## config.mk

```make
export PLATFORM = sky130hd
export DESIGN_NAME = alu_muldiv
export DESIGN_NICKNAME = d
export VERILOG_FILES = /design/src/rtl/alu_muldiv_pkg.sv /design/src/rtl/alu_muldiv_step.sv /design/src/rtl/alu_muldiv.sv
export SDC_FILE = /design/constraint.sdc
export NUM_CORES = 1
export LEC_CHECK = 0
export BUFFER_PORTS_ARGS = -buffer_cell sky130_fd_sc_hd__clkbuf_2
export CAP_MARGIN = 0
export CORE_AREA = 2 2 183 185
export CTS_BUF_LIST = sky130_fd_sc_hd__clkbuf_4 sky130_fd_sc_hd__clkbuf_8
export DETAILED_ROUTE_END_ITERATION = 8
export DIE_AREA = 0 0 185 187
export PLACE_DENSITY_LB_ADDON = 0.25
export RECOVER_POWER = 100
export SKIP_LAST_GASP = 1
export SLEW_MARGIN = 5
export SYNTH_ARGS = -nofsm -noshare
export SYNTH_HDL_FRONTEND = slang
export SYNTH_SLANG_ARGS = --single-unit
```

## constraint.sdc

```tcl
create_clock -name clk -period 6 [get_ports clk]
set_input_delay 1.8 -clock clk [delete_from_list [all_inputs] [get_ports clk]]
set_output_delay 1.8 -clock clk [all_outputs]
set_load 0.01 [all_outputs]
```

## src/rtl/alu_muldiv_pkg.sv

```systemverilog
// Shared definitions for the iterative MIPS32 multiply/divide unit:
// op encodings, FSM state enum and op decode helpers.
package alu_muldiv_pkg;

  localparam logic [1:0] OP_MULT  = 2'b00;
  localparam logic [1:0] OP_MULTU = 2'b01;
  localparam logic [1:0] OP_DIV   = 2'b10;
  localparam logic [1:0] OP_DIVU  = 2'b11;

  typedef enum logic [2:0] {
    ST_IDLE  = 3'd0,
    ST_PREP  = 3'd1,
    ST_CALC  = 3'd2,
    ST_FIXUP = 3'd3,
    ST_DONE  = 3'd4
  } state_t;

  function automatic logic op_is_unsigned(input logic [1:0] op);
    return op[0];
  endfunction

  function automatic logic op_is_div(input logic [1:0] op);
    return op[1];
  endfunction

endpackage

```

## src/rtl/alu_muldiv_step.sv

```systemverilog
// One iteration of the multiply/divide datapath on unsigned magnitudes.
// Multiply is MSB-first shift-add; divide is restoring, one quotient bit per step.
module alu_muldiv_step
  import alu_muldiv_pkg::*;
#(
  parameter int WIDTH = 32
) (
  input  logic [2*WIDTH-1:0] acc,
  input  logic [WIDTH-1:0]   operand,
  input  logic               a_bit,
  input  logic               div_mode,
  output logic [2*WIDTH-1:0] acc_next,
  output logic               q_bit
);

  logic [WIDTH:0] shifted;
  logic [WIDTH:0] diff;

  always_comb begin
    acc_next = '0;
    q_bit    = 1'b0;
    // Partial remainder lives in acc[WIDTH-1:0]; it never reaches the divisor.
    shifted  = {acc[WIDTH-1:0], a_bit};
    diff     = shifted - {1'b0, operand};
    if (div_mode) begin
      if (shifted >= {1'b0, operand}) begin
        q_bit    = 1'b1;
        acc_next = {{(WIDTH-1){1'b0}}, diff};
      end else begin
        acc_next = {{(WIDTH-1){1'b0}}, shifted};
      end
    end else begin
      acc_next = {acc[2*WIDTH-2:0], 1'b0}
               + (a_bit ? {{WIDTH{1'b0}}, operand} : {(2*WIDTH){1'b0}});
    end
  end

endmodule

```

## src/rtl/alu_muldiv.sv

```systemverilog
// Iterative MULT/MULTU/DIV/DIVU unit: valid/ready request in, WIDTH+2 cycle
// fixed latency, valid/ready HI/LO response out, cancellable by flush.
module alu_muldiv
  import alu_muldiv_pkg::*;
#(
  parameter  int WIDTH = 32,
  localparam int CNT_W = $clog2(WIDTH + 1)
) (
  input  logic             clk,
  input  logic             rst,
  input  logic             flush,
  input  logic             req_valid,
  output logic             req_ready,
  input  logic [1:0]       op,
  input  logic [WIDTH-1:0] a_in,
  input  logic [WIDTH-1:0] b_in,
  output logic             resp_valid,
  input  logic             resp_ready,
  output logic [WIDTH-1:0] hi_out,
  output logic [WIDTH-1:0] lo_out,
  output logic             busy
);

  // Handshakes: a transfer happens on a rising edge where valid and ready are
  // both high; ready/valid decode from state_q only, and flush blocks both.
  state_t               state_q, state_d;
  logic [1:0]           op_q;
  logic [WIDTH-1:0]     a_q, b_q, mag_a, mag_b, hi_q, lo_q;
  logic [2*WIDTH-1:0]   acc, acc_next;
  logic [CNT_W-1:0]     cnt;
  logic                 neg_res, neg_rem, div_zero, q_bit;
  logic                 a_neg, b_neg;
  logic [WIDTH-1:0]     fix_hi, fix_lo;

  assign a_neg = !op_is_unsigned(op_q) && a_q[WIDTH-1];
  assign b_neg = !op_is_unsigned(op_q) && b_q[WIDTH-1];

  alu_muldiv_step #(.WIDTH(WIDTH)) u_step (
    .acc      (acc),
    .operand  (mag_b),
    .a_bit    (mag_a[WIDTH-1]),
    .div_mode (op_is_div(op_q)),
    .acc_next (acc_next),
    .q_bit    (q_bit)
  );

  always_comb begin
    state_d = state_q;
    case (state_q)
      ST_IDLE:  if (req_valid) state_d = ST_PREP;
      ST_PREP:  state_d = ST_CALC;
      ST_CALC:  if (cnt == CNT_W'(1)) state_d = ST_FIXUP;
      ST_FIXUP: state_d = ST_DONE;
      ST_DONE:  if (resp_ready) state_d = ST_IDLE;
      default:  state_d = ST_IDLE;
    endcase
    if (flush) state_d = ST_IDLE;
  end

  // Sign correction; the most-negative/-1 divide falls out naturally as 2^(W-1).
  always_comb begin
    fix_hi = acc[2*WIDTH-1:WIDTH];
    fix_lo = acc[WIDTH-1:0];
    if (div_zero) begin
      fix_hi = a_q;
      fix_lo = '1;
    end else if (op_is_div(op_q)) begin
      fix_lo = neg_res ? -mag_a : mag_a;
      fix_hi = neg_rem ? -acc[WIDTH-1:0] : acc[WIDTH-1:0];
    end else if (neg_res) begin
      {fix_hi, fix_lo} = -acc;
    end
  end

  always_ff @(posedge clk) begin
    if (rst) begin
      state_q  <= ST_IDLE;
      op_q     <= '0;
      a_q      <= '0;
      b_q      <= '0;
      mag_a    <= '0;
      mag_b    <= '0;
      acc      <= '0;
      cnt      <= '0;
      neg_res  <= 1'b0;
      neg_rem  <= 1'b0;
      div_zero <= 1'b0;
      hi_q     <= '0;
      lo_q     <= '0;
    end else begin
      state_q <= state_d;
      case (state_q)
        ST_IDLE: begin
          if (req_valid && !flush) begin
            op_q <= op;
            a_q  <= a_in;
            b_q  <= b_in;
          end
        end
        ST_PREP: begin
          mag_a    <= a_neg ? -a_q : a_q;
          mag_b    <= b_neg ? -b_q : b_q;
          neg_res  <= a_neg ^ b_neg;
          neg_rem  <= op_is_div(op_q) && a_neg;
          div_zero <= op_is_div(op_q) && (b_q == '0);
          acc      <= '0;
          cnt      <= CNT_W'(WIDTH);
        end
        ST_CALC: begin
          // Dividend bits leave at the top while quotient bits enter at the bottom.
          acc   <= acc_next;
          mag_a <= {mag_a[WIDTH-2:0], q_bit};
          cnt   <= cnt - CNT_W'(1);
        end
        ST_FIXUP: begin
          hi_q <= fix_hi;
          lo_q <= fix_lo;
        end
        default: ;
      endcase
    end
  end

  assign req_ready  = (state_q == ST_IDLE);
  assign resp_valid = (state_q == ST_DONE);
  assign busy       = (state_q != ST_IDLE);
  assign hi_out     = hi_q;
  assign lo_out     = lo_q;

endmodule

```

==> impl_metrics.yaml <==
cells_and_area:
  finalInstanceArea_sq_um: 20800
  fillCellCount: 3077
  fin_nets: 2743
  syn_to_final_growth_pct: 7.25
  ff_latch_area_sq_um: 5410
  drive_above_1_share_pct: 8.35
  diodes: 0
  multi_input_area_sq_um: 12900
sta:
  rsz0062_at_grt: "false"
  fmax_mhz: 199
  setup_viol: 0
  finalSetupTns_ns: 0
  worst-slew-pin-transition_ns: 4.18
  min_period_ns: 5.04
  fin_crit_sh_pct: 83.9
  max_slew_margin_pct: -179
  fin_worst_skew_ns: 0.0253
  finalHoldViolations: 0
  slew_violations: 343
placed_design:
  gp_congestion: 1.09
  dpl-instance-area_sq_um: 20000
  place_hpwl_mm: 46.8
  io_buffers: 137
run_status:
  outcome: "complete, but fails checks"
  violations: "capacitance limit, slew limit"
die:
  die_area_sq_um: 34600
  die_w_um: 185
  ioPinCount: 138
  fp.dieH_um: 187
  core_area_sq_um: 32900
  start_util_pct: 59.1
  placementRows: 67
cts:
  clk_pin_slew_ns: 0.06
  cts.sink_count: 270
  post_cts_buffers: 0
  worstSkewPairLatency_ns: 0.64
  cts_max_level: 2
  cts_made_buffers: 47
  cts-root-buf: "clkbuf_8"
  cts_buffer_depth: 3
  post_cts_resize_count: 0
  hold_buffers: 0
  cts_tree: "built"
synth:
  syn_inst: 2617
  syn_area_sq_um: 19400
  netlist_top_cells_area: "dfxtp_1 (28%), a21oi_1 (6.1%), nand2_1 (6.0%), xnor2_1 (5.7%), nor2_1 (5.2%)"
  yosysTopAreaCellShare_pct: 27.8
  synth-async-reset-ratio_pct: 0
  synth.distinct_cells: 93
  syn_area_per_cell_sq_um: 7.42
  yosysWarnings: 0
  synth-main-ff-cell: "dfxtp_1"
  yosysSeqAreaShare_pct: 27.8
  synth-seq-cells: 270
  synth_edf_count: 0
  syn_nets: 2760
  synth_top_area_cell: "dfxtp_1"
setup_path:
  worst-path-buf-inv: 1
  end_kind: "register"
  r2r_setup_slack_ns: 0.96
  critical_path_required_ns: 6.50
  critPathLaunch: "op_q[1]$_SDFFE_PP0P_"
  r2r_cells: 5
  worst_setup_path_start_kind: "register"
  cpMaxStageDelayCell: "clkbuf_1"
  crit_arrival_ns: 5.54
  path_max_fanout: 71
  r2r-end: "hi_out[28]$_SDFFE_PP0P_"
  cpPeakStageDelay_ns: 2.12
  critical_path_class: "reg -> reg"
  cp_top_family: "buffers and inverters"
  rr_startpoint: "op_q[1]$_SDFFE_PP0P_"
  crit_chain: "clkbuf_1 > nand2_1 > o32a_1 > o21ai_0 > nor3_1"
power:
  power_mw: 4.39
  leakagePower_nw: 7.97
  peakVddDrop_mv: 0.199
  p_per_area_nw_per_um2: 211
detailed_routing:
  drtIter0Drc: 2563
  route.antenna.remaining_nets: 0
  wl_per_cell_um: 20.6
  drt_pass1_iterations: 9
  drc: 0
  wirelength_mm: 63.6
  num_vias: 20100
  routed_via_density: 6.52
global_routing:
  grt_start_max_net_pins: 110
  antenna_found_initial: 0
  grt.total_usage_pct: 36.2
  grt_pass1_wl_mm: 99.6
  grt-ovfl-total: 0
  grt_pass1_vias: 18100
run:
  max-cap-violations: 4
min_path:
  hp-start: "mag_b[31]$_SDFFE_PP0P_"
  holdPathEnd: "mag_b[31]$_SDFFE_PP0P_"
  hold_depth: 2
  hold_class: "reg -> reg"
layout by cell type, fill, tap and decap left out, types with 42 or more instances in the layout:
cell,n
a211oi_1,72
a21oi_1,235
a22oi_1,51
clkbuf_1,73
clkbuf_2,71
clkbuf_8,58
dfxtp_1,268
ha_1,70
inv_1,63
nand2_1,313
nand3_1,48
nor2_1,266
nor3_1,85
o21ai_0,131
or3_1,42
xnor2_1,127
xor2_1,88
worst max-delay path by stage:
stage,to,depth (start not counted)
after floorplan,acc[63]$_SDFFE_PP0N_,15
after global placement,acc[63]$_SDFFE_PP0N_,13
after detailed placement,acc[63]$_SDFFE_PP0N_,13
after CTS,acc[47]$_SDFFE_PP0N_,13
after global routing,mag_a[0]$_SDFFE_PP0N_,5
final,hi_out[28]$_SDFFE_PP0P_,5
layer usage:
metal | routed length, um | global-route usage, %
met2 | 26400 | 51.4
met1 | 27200 | 52.0
met4 | 2520 | 15.6
met3 | 7470 | 8.41
met5 | 0 | 0
area by class of cell:
class | count | share of cell area [%]
multi-input combinational | 2060 | 61.9
sequential | 270 | 26.0
clock buffer | 79 | 4.59
timing repair buffer | 157 | 3.51
tap | 448 | 2.69
inverter | 64 | 1.15
clock inverter | 5 | 0.204
power breakdown:
| group | internal (mW) | total (mW) | switching [mW] |
|---|---|---|---|
| Combinational | 0.240 | 0.681 | 0.441 |
| Clock | 1.00 | 1.81 | 0.810 |
| Sequential | 1.83 | 1.89 | 0.0602 |
state kept, by name, indices dropped and copies added, names as in the netlist:
register	cells
acc	64
neg_rem	1
b_q	32
op_q	2
mag_b	32
neg_res	1
div_zero	1
mag_a	32
hi_out	32
cnt	6
state_q	3
a_q	32
lo_out	32
kinds of logic after synthesis:
logic type	Yosys count	synth area share [%]
AO/OA/AOI/OAI	799	27.2
multiplexers	27	1.74
adder cells (fa/ha/maj)	72	4.71
XOR/XNOR	215	9.69
AND/OR/NAND/NOR	947	23.0
flip-flops	270	27.8
buffers and inverters	287	5.81
through the flow:
stage / setup slack [ns] / instances / hold WS [ns] / util (%)
after global routing: 0.620 / 3083 / 0.508 / 63.4
after global placement: 1.62 / 2999 / 0.445 / 60.8
final: 0.964 / 3083 / 0.456 / 63.4
after floorplan: 2.49 / 2617 / 0.432 / -
after CTS: 1.46 / 3083 / 0.456 / 63.9
after detailed placement: 1.48 / 2999 / 0.448 / 60.8
worst reg2reg max path: stages, from the launching register on:
cell and delay [ns]:
dfxtp_2 1.19, clkbuf_1 2.17, nand2_1 0.99, o32a_1 0.41, o21ai_0 0.09, nor3_1 0.06
cells in the mapped netlist, types with 7 or more instances:
library cell	n
xor2_1	88
xnor2_1	127
a2111oi_0	8
a22oi_1	51
or4_1	18
nand3_1	47
nor2_1	267
o221ai_1	7
buf_1	19
or2_2	14
clkbuf_1	180
buf_2	20
a211oi_1	72
o22ai_1	27
nand2b_1	17
a31oi_1	18
dfxtp_1	270
o31ai_1	29
nor2b_1	27
a22o_1	31
o21a_1	10
o21ai_0	129
nand2_1	313
ha_1	70
inv_1	63
nor3b_1	8
o211ai_1	21
o41ai_1	7
o21ai_1	8
and2_1	12
nor4_1	25
mux2i_1	18
nand4_1	18
and3_1	13
nor3_1	87
a21oi_1	235
a311oi_1	21
a21o_1	36
nand3b_1	10
o311ai_0	9
or3_1	42
No activity file was read; power rests on OpenSTA's default activity.
